### config.mk
export PLATFORM = sky130hd
export DESIGN_NAME = uart_rx_axis
export DESIGN_NICKNAME = d
export VERILOG_FILES = /design/src/rtl/uart_pkg.sv /design/src/rtl/uart_sync2.sv /design/src/rtl/uart_rx_axis.sv
export SDC_FILE = /design/constraint.sdc
export NUM_CORES = 1
export LEC_CHECK = 0
export CORE_AREA = 2 2 82 84
export CTS_BUF_LIST = sky130_fd_sc_hd__clkbuf_8
export DETAILED_ROUTE_END_ITERATION = 10
export DIE_AREA = 0 0 84 86
export HOLD_SLACK_MARGIN = 0.03
export SLEW_MARGIN = 10
export SYNTH_ARGS = -nofsm -noshare
export SYNTH_HDL_FRONTEND = slang
export SYNTH_SLANG_ARGS = --single-unit
### constraint.sdc
create_clock -name clk -period 2.4 [get_ports clk]
set_input_delay 0.48 -clock clk [delete_from_list [all_inputs] [get_ports clk]]
set_output_delay 0.48 -clock clk [all_outputs]
set_load 0.03 [all_outputs]
### src/rtl/uart_pkg.sv
`default_nettype none
// ============================================================================
//  Module      : uart_pkg
//  Description : Shared types for the UART receive path. Holds the receiver
//                state encoding used by uart_rx_axis.
//  Revision    : 1.0 - initial release
// ============================================================================
package uart_pkg;

    // Receiver frame-tracking states, explicitly 3 bits wide.
    typedef enum logic [2:0] {
        IDLE  = 3'd0,   // line idle, waiting for a falling edge
        START = 3'd1,   // validating the start bit at its midpoint
        DATA  = 3'd2,   // sampling data bits, LSB first
        STOP  = 3'd3,   // sampling the stop bit
        BREAK = 3'd4    // stop bit was low; wait for the line to go idle
    } uart_rx_state_t;

endpackage
`default_nettype wire

### src/rtl/uart_sync2.sv
`default_nettype none
// ============================================================================
//  Module      : uart_sync2
//  Description : Two-flop synchroniser for a single asynchronous input.
//                The reset value is a parameter so the block can sit on
//                pins that idle either high or low.
//  Ports       : clk      - destination clock
//                rstn     - asynchronous active-low reset
//                i_async  - asynchronous input
//                o_sync   - input synchronised to clk (2-cycle latency)
//  Revision    : 1.0 - initial release
// ============================================================================
module uart_sync2 #(
    parameter logic RESET_VAL = 1'b1
) (
    input  logic clk,
    input  logic rstn,
    input  logic i_async,
    output logic o_sync
);

    logic meta_q;
    logic sync_q;

    always_ff @(posedge clk or negedge rstn) begin
        if (!rstn) begin
            meta_q <= RESET_VAL;
            sync_q <= RESET_VAL;
        end else begin
            meta_q <= i_async;
            sync_q <= meta_q;
        end
    end

    assign o_sync = sync_q;

endmodule
`default_nettype wire

### src/rtl/uart_rx_axis.sv
`default_nettype none
// ============================================================================
//  Module      : uart_rx_axis
//  Description : 8N1-style UART receiver with a one-entry registered
//                AXI-Stream master output. Bits are sampled at mid-period
//                after a validated start bit. A good stop bit delivers the
//                word, a low stop bit pulses frame_err, and a word arriving
//                while the output is still full is dropped with an overrun
//                pulse.
//  Ports       : clk, rstn        - clock, asynchronous active-low reset
//                UART_RX          - serial input, asynchronous, idle high
//                m_axis_data      - received word (LSB = first bit on line)
//                m_axis_valid     - word available
//                m_axis_ready     - downstream accepts
//                overrun          - 1-cycle pulse, word lost to a full output
//                frame_err        - 1-cycle pulse, stop bit sampled low
//  Revision    : 1.0 - initial release
// ============================================================================
module uart_rx_axis
    import uart_pkg::*;
#(
    parameter int CLKRATE     = 50000000,
    parameter int BAUD        = 115200,
    parameter int WORD_LENGTH = 8
) (
    input  logic                   clk,
    input  logic                   rstn,
    input  logic                   UART_RX,
    output logic [WORD_LENGTH-1:0] m_axis_data,
    output logic                   m_axis_valid,
    input  logic                   m_axis_ready,
    output logic                   overrun,
    output logic                   frame_err
);

    localparam int CLKS_PER_BIT = CLKRATE / BAUD;
    localparam int HALF_BIT     = CLKS_PER_BIT / 2;
    localparam int CNT_W        = (CLKS_PER_BIT > 1) ? $clog2(CLKS_PER_BIT) : 1;
    localparam int IDX_W        = (WORD_LENGTH > 1) ? $clog2(WORD_LENGTH) : 1;

    localparam logic [CNT_W-1:0] C_BIT_LAST  = CNT_W'(CLKS_PER_BIT - 1);
    localparam logic [CNT_W-1:0] C_HALF_LAST = CNT_W'(HALF_BIT - 1);
    localparam logic [IDX_W-1:0] C_IDX_LAST  = IDX_W'(WORD_LENGTH - 1);

    logic                   w_rx_s;

    uart_rx_state_t         state_q,   state_d;
    logic [CNT_W-1:0]       cnt_q,     cnt_d;
    logic [IDX_W-1:0]       idx_q,     idx_d;
    logic [WORD_LENGTH-1:0] shift_q,   shift_d;
    logic [WORD_LENGTH-1:0] data_q,    data_d;
    logic                   valid_q,   valid_d;
    logic                   overrun_q, overrun_d;
    logic                   ferr_q,    ferr_d;

    uart_sync2 #(
        .RESET_VAL (1'b1)
    ) u_sync_rx (
        .clk     (clk),
        .rstn    (rstn),
        .i_async (UART_RX),
        .o_sync  (w_rx_s)
    );

    always_ff @(posedge clk or negedge rstn) begin
        if (!rstn) begin
            state_q   <= IDLE;
            cnt_q     <= '0;
            idx_q     <= '0;
            shift_q   <= '0;
            data_q    <= '0;
            valid_q   <= 1'b0;
            overrun_q <= 1'b0;
            ferr_q    <= 1'b0;
        end else begin
            state_q   <= state_d;
            cnt_q     <= cnt_d;
            idx_q     <= idx_d;
            shift_q   <= shift_d;
            data_q    <= data_d;
            valid_q   <= valid_d;
            overrun_q <= overrun_d;
            ferr_q    <= ferr_d;
        end
    end

    always_comb begin
        state_d   = state_q;
        cnt_d     = cnt_q;
        idx_d     = idx_q;
        shift_d   = shift_q;
        data_d    = data_q;
        valid_d   = valid_q;
        overrun_d = 1'b0;
        ferr_d    = 1'b0;

        // Handshake first; a delivery in the same cycle overrides it below,
        // so valid stays high with the new word.
        if (valid_q && m_axis_ready) begin
            valid_d = 1'b0;
        end

        case (state_q)
            IDLE: begin
                cnt_d = '0;
                idx_d = '0;
                if (!w_rx_s) begin
                    state_d = START;
                end
            end

            START: begin
                if (cnt_q == C_HALF_LAST) begin
                    cnt_d   = '0;
                    // Line back high at mid start bit: treat as a glitch.
                    state_d = w_rx_s ? IDLE : DATA;
                end else begin
                    cnt_d = cnt_q + CNT_W'(1);
                end
            end

            DATA: begin
                if (cnt_q == C_BIT_LAST) begin
                    cnt_d          = '0;
                    shift_d[idx_q] = w_rx_s;
                    if (idx_q == C_IDX_LAST) begin
                        state_d = STOP;
                    end else begin
                        idx_d = idx_q + IDX_W'(1);
                    end
                end else begin
                    cnt_d = cnt_q + CNT_W'(1);
                end
            end

            STOP: begin
                if (cnt_q == C_BIT_LAST) begin
                    cnt_d = '0;
                    if (w_rx_s) begin
                        // Return to IDLE at mid stop bit so a start bit that
                        // follows immediately is still caught.
                        state_d = IDLE;
                        if (!valid_q || m_axis_ready) begin
                            data_d  = shift_q;
                            valid_d = 1'b1;
                        end else begin
                            overrun_d = 1'b1;
                        end
                    end else begin
                        ferr_d  = 1'b1;
                        state_d = BREAK;
                    end
                end else begin
                    cnt_d = cnt_q + CNT_W'(1);
                end
            end

            BREAK: begin
                cnt_d = '0;
                if (w_rx_s) begin
                    state_d = IDLE;
                end
            end

            default: begin
                state_d = IDLE;
                cnt_d   = '0;
            end
        endcase
    end

    assign m_axis_data  = data_q;
    assign m_axis_valid = valid_q;
    assign overrun      = overrun_q;
    assign frame_err    = ferr_q;

endmodule
`default_nettype wire

==> flow_summary.rst, run 1 <==
.. list-table::
   :header-rows: 1

   * - Metric
     - Value
   * - Yosys warning count
     - 0
   * - Count of input and output buffers
     - 14
   * - PD cells
     - 528 nW/um2
   * - DR DRC count
     - 0
   * - Die Y
     - between 80 and 90 um
   * - Final #Nets
     - 173
   * - Number of synthesized register bits
     - 36
   * - Category of the worst setup path capture point
     - flip-flop
   * - Total standard cell area after synthesis
     - 1710 um2
   * - Share of synthesized area occupied by flip-flops and latches
     - 52.8%
   * - Routed length per instance
     - 12.4 um
   * - Multi-input combinational cell area
     - 751 um2
   * - Initial Utilization
     - a little over a quarter
   * - Clock root cell
     - sky130_fd_sc_hd__clkbuf_8
   * - DR iter-0 viols
     - 76
   * - Maximum number of buffers from clock root to sink
     - 2
   * - Total clock buffers created by CTS
     - 5
   * - Placeable Area
     - 6280 um2
   * - Post-synth cell types
     - 35
   * - Number of fill cells
     - 634
   * - H-tree levels
     - 2
   * - FF-to-FF Start
     - cnt_q[6]
   * - Run status
     - finished clean
   * - Post-synthesis instance total
     - 148
   * - DPL Wire Length
     - about 2100 um
   * - Actual transition at the worst max-transition pin
     - 798 ps
   * - RSZ-0062 raised after global routing
     - no
   * - Maximum operating frequency
     - 530 MHz
   * - Number of cells upsized or downsized after cts
     - 0
   * - Number of pins exceeding their max-slew limit in the final report
     - 0
   * - Antenna violations before repair
     - 0
   * - Routed Wire Length
     - 2990 um
   * - Destination of the worst register-to-register timing path
     - m_axis_data[0]
   * - Ports placed on the boundary
     - 15
   * - Maximum fanout encountered on the critical timing path
     - 8
   * - First-pass GRT wire length
     - roughly 5400 um
   * - Routability congestion estimate
     - 0.773
   * - Standby leakage power
     - 0.850 nW
   * - Number of standard-cell rows in the floorplan
     - 29
   * - Crit path kind
     - reg -> reg
   * - R2R depth
     - 4
   * - Die width
     - 84 um
   * - Max VDD drop
     - 217 uV
   * - Number of hold violations in the final report
     - 0
   * - Number of antenna-violating nets in the routed design
     - 0
   * - Class of the worst hold path
     - in -> async
   * - Clock-pin slew on the worst setup and hold paths
     - 70 ps
   * - Clock sink count
     - 36
   * - Total GRT Usage
     - 9.48%
   * - Total setup buffers inserted after CTS
     - 0
   * - Final cell utilization of the core
     - 31.8%
   * - # Max-Cap Violations
     - 0
   * - Final critical path time including I/O delays and setup
     - 1890 ps
   * - # setup viols final
     - 0
   * - Data arrival time of the worst path
     - between 2000 and 2500 ps
   * - Insertion delay to the later sink of the worst-skew pair
     - 280 ps
   * - Share of final-layout standard cells stronger than drive strength 1
     - 16.4%
   * - Detailed-routing iteration count for the pre-antenna-repair pass
     - 4
   * - Launching element type of the critical path
     - flip-flop
   * - Via density per instance
     - 4.54
   * - Worst hold slack after final layout
     - 271 ps
   * - Startpoint of the most critical setup path
     - cnt_q[6]
   * - Floorplan die area
     - between 7000 and 8000 um2
   * - Final period utilization
     - approximately four fifths
   * - Number of buffers inserted for hold repair after clock tree synthesis
     - 0
   * - Normalized max-slew margin
     - a little under half
   * - Critical path data required time
     - 2570 ps
   * - Worst-case clock skew
     - 6.24 ps
   * - Area taken by flip-flops and latches
     - 903 um2
   * - Slack of the worst reg-to-reg path
     - 510 ps
   * - Most frequent standard cell in the layout excluding fill and tap cells
     - sky130_fd_sc_hd__dfrtp_1
   * - Pin count of the biggest net entering global routing
     - 37
   * - Clock tree from TritonCTS
     - yes
   * - Most frequent cells in the layout
     - sky130_fd_sc_hd__dfrtp_1 (34), sky130_fd_sc_hd__nor2_1 (18), sky130_fd_sc_hd__clkdlybuf4s50_1 (13)
   * - Setup TNS
     - 0 ps
   * - Ant diodes
     - 0
   * - Number of global-route vias before repair
     - 1,081
   * - Synthesized Nets
     - 157
   * - Synthesized area divided by synthesized cell count
     - 11.6 um2
   * - GRT Residual Overflow
     - 0
   * - Synthesis-to-finish area growth
     - 16.7%
   * - Total number of vias
     - 1,098
## layout make-up
type                            instances  share of cell area (%)
Clock inverter                          2                   0.376
Inverter                                2                   0.376
Tap cell                               77                    4.82
Sequential cell                        36                    45.2
Clock buffer                            6                    4.13
Multi-Input combinational cell        103                    37.6
Timing Repair Buffer                   16                    7.51
## how the worst max path moves through the flow
stage,endpoint,slack [ps],depth (start not counted)
after floorplan,m_axis_data[0],670,5
after global placement,m_axis_data[1],270,5
after detailed placement,m_axis_data[0],240,5
after CTS,m_axis_data[0],470,4
after global routing,cnt_q[2],330,6
final,m_axis_data[0],510,4
## per-stage QoR
step	instance area [um2]	setup WS (ps)	instances	power, mW
after floorplan	1710	667	148	0.625
after detailed placement	1910	243	234	0.642
after global routing	2000	331	242	1.12
after global placement	1910	274	234	0.642
final	2000	511	242	1.06
after CTS	2000	468	242	1.08
## state kept, by name, indices dropped and copies added, names as in the netlist
register / count
u_sync_rx.o_sync: 1
m_axis_data: 8
cnt_q: 9
overrun: 1
shift_q: 8
state_q: 3
u_sync_rx.meta_q: 1
m_axis_valid: 1
frame_err: 1
idx_q: 3
## synthesized netlist by cell type
cell	number	area, um2
sky130_fd_sc_hd__buf_4	2	15.0
sky130_fd_sc_hd__a21boi_0	1	7.51
sky130_fd_sc_hd__xor2_1	2	17.5
sky130_fd_sc_hd__o21a_1	1	7.51
sky130_fd_sc_hd__nor4b_2	2	30.0
sky130_fd_sc_hd__nor4_4	1	21.3
sky130_fd_sc_hd__dfrtp_1	34	851
sky130_fd_sc_hd__dfstp_2	2	52.6
sky130_fd_sc_hd__ha_1	5	62.6
sky130_fd_sc_hd__or4b_1	1	10.0
sky130_fd_sc_hd__o211ai_1	4	30.0
sky130_fd_sc_hd__nand2_1	8	30.0
sky130_fd_sc_hd__o21ai_0	4	20.0
sky130_fd_sc_hd__nor2_1	18	67.6
sky130_fd_sc_hd__mux2_2	11	124
sky130_fd_sc_hd__buf_6	2	22.5
sky130_fd_sc_hd__nand4b_2	1	15.0
sky130_fd_sc_hd__inv_1	2	7.51
sky130_fd_sc_hd__nor2b_1	3	18.8
sky130_fd_sc_hd__nor3_1	2	10.0
sky130_fd_sc_hd__mux2_1	5	56.3
sky130_fd_sc_hd__nand2b_1	2	12.5
sky130_fd_sc_hd__a311oi_1	1	8.76
sky130_fd_sc_hd__xnor2_1	5	43.8
sky130_fd_sc_hd__nand4b_1	1	8.76
sky130_fd_sc_hd__and2_1	1	6.26
sky130_fd_sc_hd__and4_1	1	8.76
sky130_fd_sc_hd__a21oi_1	1	5.00
sky130_fd_sc_hd__buf_2	1	5.00
sky130_fd_sc_hd__nor3b_1	3	22.5
sky130_fd_sc_hd__nand4_1	5	31.3
sky130_fd_sc_hd__clkbuf_1	2	7.51
sky130_fd_sc_hd__and3_1	1	6.26
sky130_fd_sc_hd__nand3_1	12	60.1
sky130_fd_sc_hd__or3b_2	1	8.76
## power by group
part / internal [mW] / leakage (nW) / total, mW / switching, mW
sequential: 0.610 / 0.481 / 0.614 / 0.00369
combinational: 0.00387 / 0.315 / 0.0156 / 0.0117
clock: 0.225 / 0.0538 / 0.427 / 0.202
## critical path: stages, from the launching register on
cell and delay (ps):
sky130_fd_sc_hd__dfrtp_1 410, sky130_fd_sc_hd__nand4b_2 260, sky130_fd_sc_hd__nor4_4 280, sky130_fd_sc_hd__and2_1 430, sky130_fd_sc_hd__mux2_2 390
## layer usage
layer / part of all wire, % / track usage [%] / wire length (um)
met2: 44 / 13.8 / 1320
met1: 50 / 12.4 / 1490
met5: 0 / 0 / 0
met3: 4.5 / 3.95 / 136
met4: 1.6 / 3.96 / 49
## kinds of logic (layout without fill, tap and decap cells)
logic type	Yosys count	after routing	share of synthesized area [%]
XOR/XNOR	7	7	3.58
AO/OA/AOI/OAI	12	12	4.61
AND/OR/NAND/NOR	63	63	21.5
flip-flops	36	36	52.8
buffers and inverters	9	26	3.36
adder cells (fa/ha/maj)	5	5	3.65
multiplexers	16	16	10.5
No activity file was read; power rests on OpenSTA's default activity.
==> run 2, diff against run 1 <==
- clock period: 2.4 -> 1.65 ns (I/O delays scaled with it)
==> flow_summary.rst, run 2 (synthesized netlist as in run 1, its figures left out) <==
.. list-table::
   :header-rows: 1

   * - Metric
     - Value
   * - Total GRT Usage
     - 10.8% (was 9.48%)
   * - PD cells
     - 710 nW/um2 (was 528 nW/um2)
   * - Pin count of the biggest net entering global routing
     - 37 (unchanged)
   * - Number of flip-flops under the largest register name
     - 9 (unchanged)
   * - Count of input and output buffers
     - 14 (unchanged)
   * - Worst hold slack after final layout
     - 67.3 ps (was 271 ps)
   * - # setup viols final
     - 25 (was 0)
   * - Part of the power in combinational logic
     - 1.9% (was 1.5%)
   * - Max VDD drop
     - 380 uV (was 217 uV)
   * - Class of the worst hold path
     - in -> async (unchanged)
   * - Switching pwr
     - 0.368 mW (was 0.217 mW)
   * - Data arrival time of the worst path
     - 1930 ps (was 2060 ps)
   * - Largest stage delay on the critical path
     - 490 ps (was 430 ps)
   * - Maximum number of buffers from clock root to sink
     - 2 (unchanged)
   * - Critical path data required time
     - 1840 ps (was 2570 ps)
   * - Maximum operating frequency
     - 574 MHz (was 530 MHz)
   * - Synthesis-to-finish area growth
     - 40.7% (was 16.7%)
   * - Number of global-route vias before repair
     - 1,246 (was 1,081)
   * - Worst-case clock skew
     - 6.90 ps (was 6.24 ps)
   * - Critical-path top delay cell
     - sky130_fd_sc_hd__or4b_4 (was sky130_fd_sc_hd__and2_1)
   * - Initial Utilization
     - 27.3% (unchanged)
   * - DPL Wire Length
     - 2310 um (was 2070 um)
   * - Normalized max-slew margin
     - 68.5% (was 46.8%)
   * - Post-layout power
     - 1.71 mW (was 1.06 mW)
   * - Slack of the worst reg-to-reg path
     - -90 ps (was 510 ps)
   * - Violations in the final reports
     - setup timing
   * - Share of final-layout standard cells stronger than drive strength 1
     - 40.8% (was 16.4%)
   * - Antenna violations before repair
     - 0 (unchanged)
   * - Number of pins exceeding their max-slew limit in the final report
     - 0 (unchanged)
   * - Clock sink count
     - 36 (unchanged)
   * - Most frequent standard cell in the layout excluding fill and tap cells
     - sky130_fd_sc_hd__dfrtp_1 (unchanged)
   * - Category of the worst setup path capture point
     - flip-flop (unchanged)
   * - Ports placed on the boundary
     - 15 (unchanged)
   * - Die width
     - 84 um (unchanged)
   * - Standby leakage power
     - 1.11 nW (was 0.850 nW)
   * - Final critical path time including I/O delays and setup
     - 1740 ps (was 1890 ps)
   * - Crit path kind
     - reg -> reg (unchanged)
   * - Final period utilization
     - 106% (was 78.7%)
   * - DR DRC count
     - 0 (unchanged)
   * - Routed Wire Length
     - 3500 um (was 2990 um)
   * - H-tree levels
     - 2 (unchanged)
   * - Post-route worst setup slack
     - -93.5 ps (was 511 ps)
   * - Maximum fanout encountered on the critical timing path
     - 4 (was 8)
   * - Clock tree from TritonCTS
     - yes (unchanged)
   * - Floorplan die area
     - 7220 um2 (unchanged)
   * - RSZ-0062 raised after global routing
     - yes (was no)
   * - Detailed-routing iteration count for the pre-antenna-repair pass
     - 4 (unchanged)
   * - Number of antenna-violating nets in the routed design
     - 0 (unchanged)
   * - Setup TNS
     - -1460 ps (was 0 ps)
   * - Ant diodes
     - 0 (unchanged)
   * - First-pass GRT wire length
     - 6160 um (was 5380 um)
   * - Number of hold violations in the final report
     - 0 (unchanged)
   * - Number of buffers inserted for hold repair after clock tree synthesis
     - 0 (unchanged)
   * - Switch share
     - 21.5% (was 20.5%)
   * - Part of the total power dissipated in the clock network
     - 46.2% (was 40.4%)
   * - Buffers and inverters on the worst path
     - 2 (was 0)
   * - Clock root cell
     - sky130_fd_sc_hd__clkbuf_8 (unchanged)
   * - Insertion delay to the later sink of the worst-skew pair
     - 290 ps (was 280 ps)
   * - Cells along the critical path
     - inv_1 > ha_1 > or4b_4 > o21ai_2 > o21a_2 > clkbuf_16 > nor2b_1 (was nand4b_2 > nor4_4 > and2_1 > mux2_2)
   * - Placement-stage worst setup slack
     - -167 ps (was 243 ps)
   * - Actual transition at the worst max-transition pin
     - 472 ps (was 798 ps)
   * - Die Y
     - 86 um (unchanged)
   * - Top cell family by delay on the critical path
     - simple AND/OR/NAND/NOR gates (unchanged)
   * - Total clock buffers created by CTS
     - 5 (unchanged)
   * - Placeable Area
     - 6280 um2 (unchanged)
   * - Routability congestion estimate
     - 0.763 (was 0.773)
   * - Routed length per instance
     - 13.1 um (was 12.4 um)
   * - Final #Nets
     - 199 (was 173)
   * - DR iter-0 viols
     - 88 (was 76)
   * - GRT Residual Overflow
     - 0 (unchanged)
   * - Sequential power share
     - 51.9% (was 58.1%)
   * - Number of standard-cell rows in the floorplan
     - 29 (unchanged)
   * - Run status
     - complete, but fails checks (was finished clean)
   * - # Max-Cap Violations
     - 0 (unchanged)
   * - Total number of vias
     - 1,203 (was 1,098)
   * - Largest Register
     - cnt_q (unchanged)
   * - Via density per instance
     - 4.49 (was 4.54)
   * - Launching element type of the critical path
     - flip-flop (unchanged)
   * - Clock-pin slew on the worst setup and hold paths
     - 80 ps (was 70 ps)
   * - P_int
     - 1.34 mW (was 0.839 mW)
   * - Most frequent cells in the layout
     - sky130_fd_sc_hd__dfrtp_1 (33), sky130_fd_sc_hd__buf_4 (23), sky130_fd_sc_hd__nor2_1 (18) (was sky130_fd_sc_hd__dfrtp_1 (34), sky130_fd_sc_hd__nor2_1 (18), sky130_fd_sc_hd__clkdlybuf4s50_1 (13))
[run 2: worst paths after layout]
kind                                       start                to  cells after the start
max in group asynchronous                   rstn  u_sync_rx.meta_q                      2
min in group clk                u_sync_rx.meta_q  u_sync_rx.o_sync                      0
worst min register to register  u_sync_rx.meta_q  u_sync_rx.o_sync                      0
worst min-delay path                        rstn           overrun                      2
worst max-delay path                    cnt_q[0]          cnt_q[1]                      7
worst max register to register          cnt_q[0]          cnt_q[1]                      7
[run 2: per-stage QoR]
stage	utilization [%]	instances	instance area (um2)
floorplan	-	148	1750
finish	38.4	268	2410
detailed placement	34.2	257	2140
global placement	34.2	257	2140
global route	38.4	268	2410
CTS	37.0	266	2320
[run 2: worst register-to-register path: cells and delay by family, from the launching register on]
| kind | cells | cell delay, ps |
|---|---|---|
| AOI/OAI and AO/OA | 2 | 380 |
| buffers and inverters | 2 | 210 |
| DFF | 1 | 390 |
| and+or+nand+nor | 2 | 530 |
| adders and majority gates | 1 | 140 |
[run 2: power by group through the flow]
stage / Clock, mW / Combinational, mW / Sequential (mW)
after floorplan: 0 / 0.00333 / 0.905
after global placement: 0 / 0.0327 / 0.905
after detailed placement: 0 / 0.0337 / 0.905
after CTS: 0.802 / 0.0343 / 0.887
after global routing: 0.851 / 0.0395 / 0.888
final: 0.790 / 0.0332 / 0.887
[run 2: layout make-up]
cell class	instances	area, um2
Clock buffer	5	68.8
Clock inverter	3	42.5
Fill cell	619	3870
Inverter	2	7.51
Multi-Input combinational cell	103	910
Sequential cell	36	905
Tap cell	77	96.3
Timing Repair Buffer	42	379
[run 2: layer usage]
| layer | track usage (%) | up-vias | share of wire [%] |
|---|---|---|---|
| met5 | 0 | - | 0 |
| met4 | 3.08 | 0 | 0.71 |
| met3 | 3.75 | 5 | 4.3 |
| met2 | 16.4 | 24 | 46 |
| met1 | 14.5 | 573 | 49 |
| li1 | - | 601 | - |
[run 2: repair_timing]
item / CTS / global route
pin swaps: 3 / 11
hold endpoints to repair: 0 / 0
gates cloned: 1 / 1
endpoints found under the setup margin: 35 / 35
gates resized for setup: 31 / 12
buffers inserted: 1 / 2
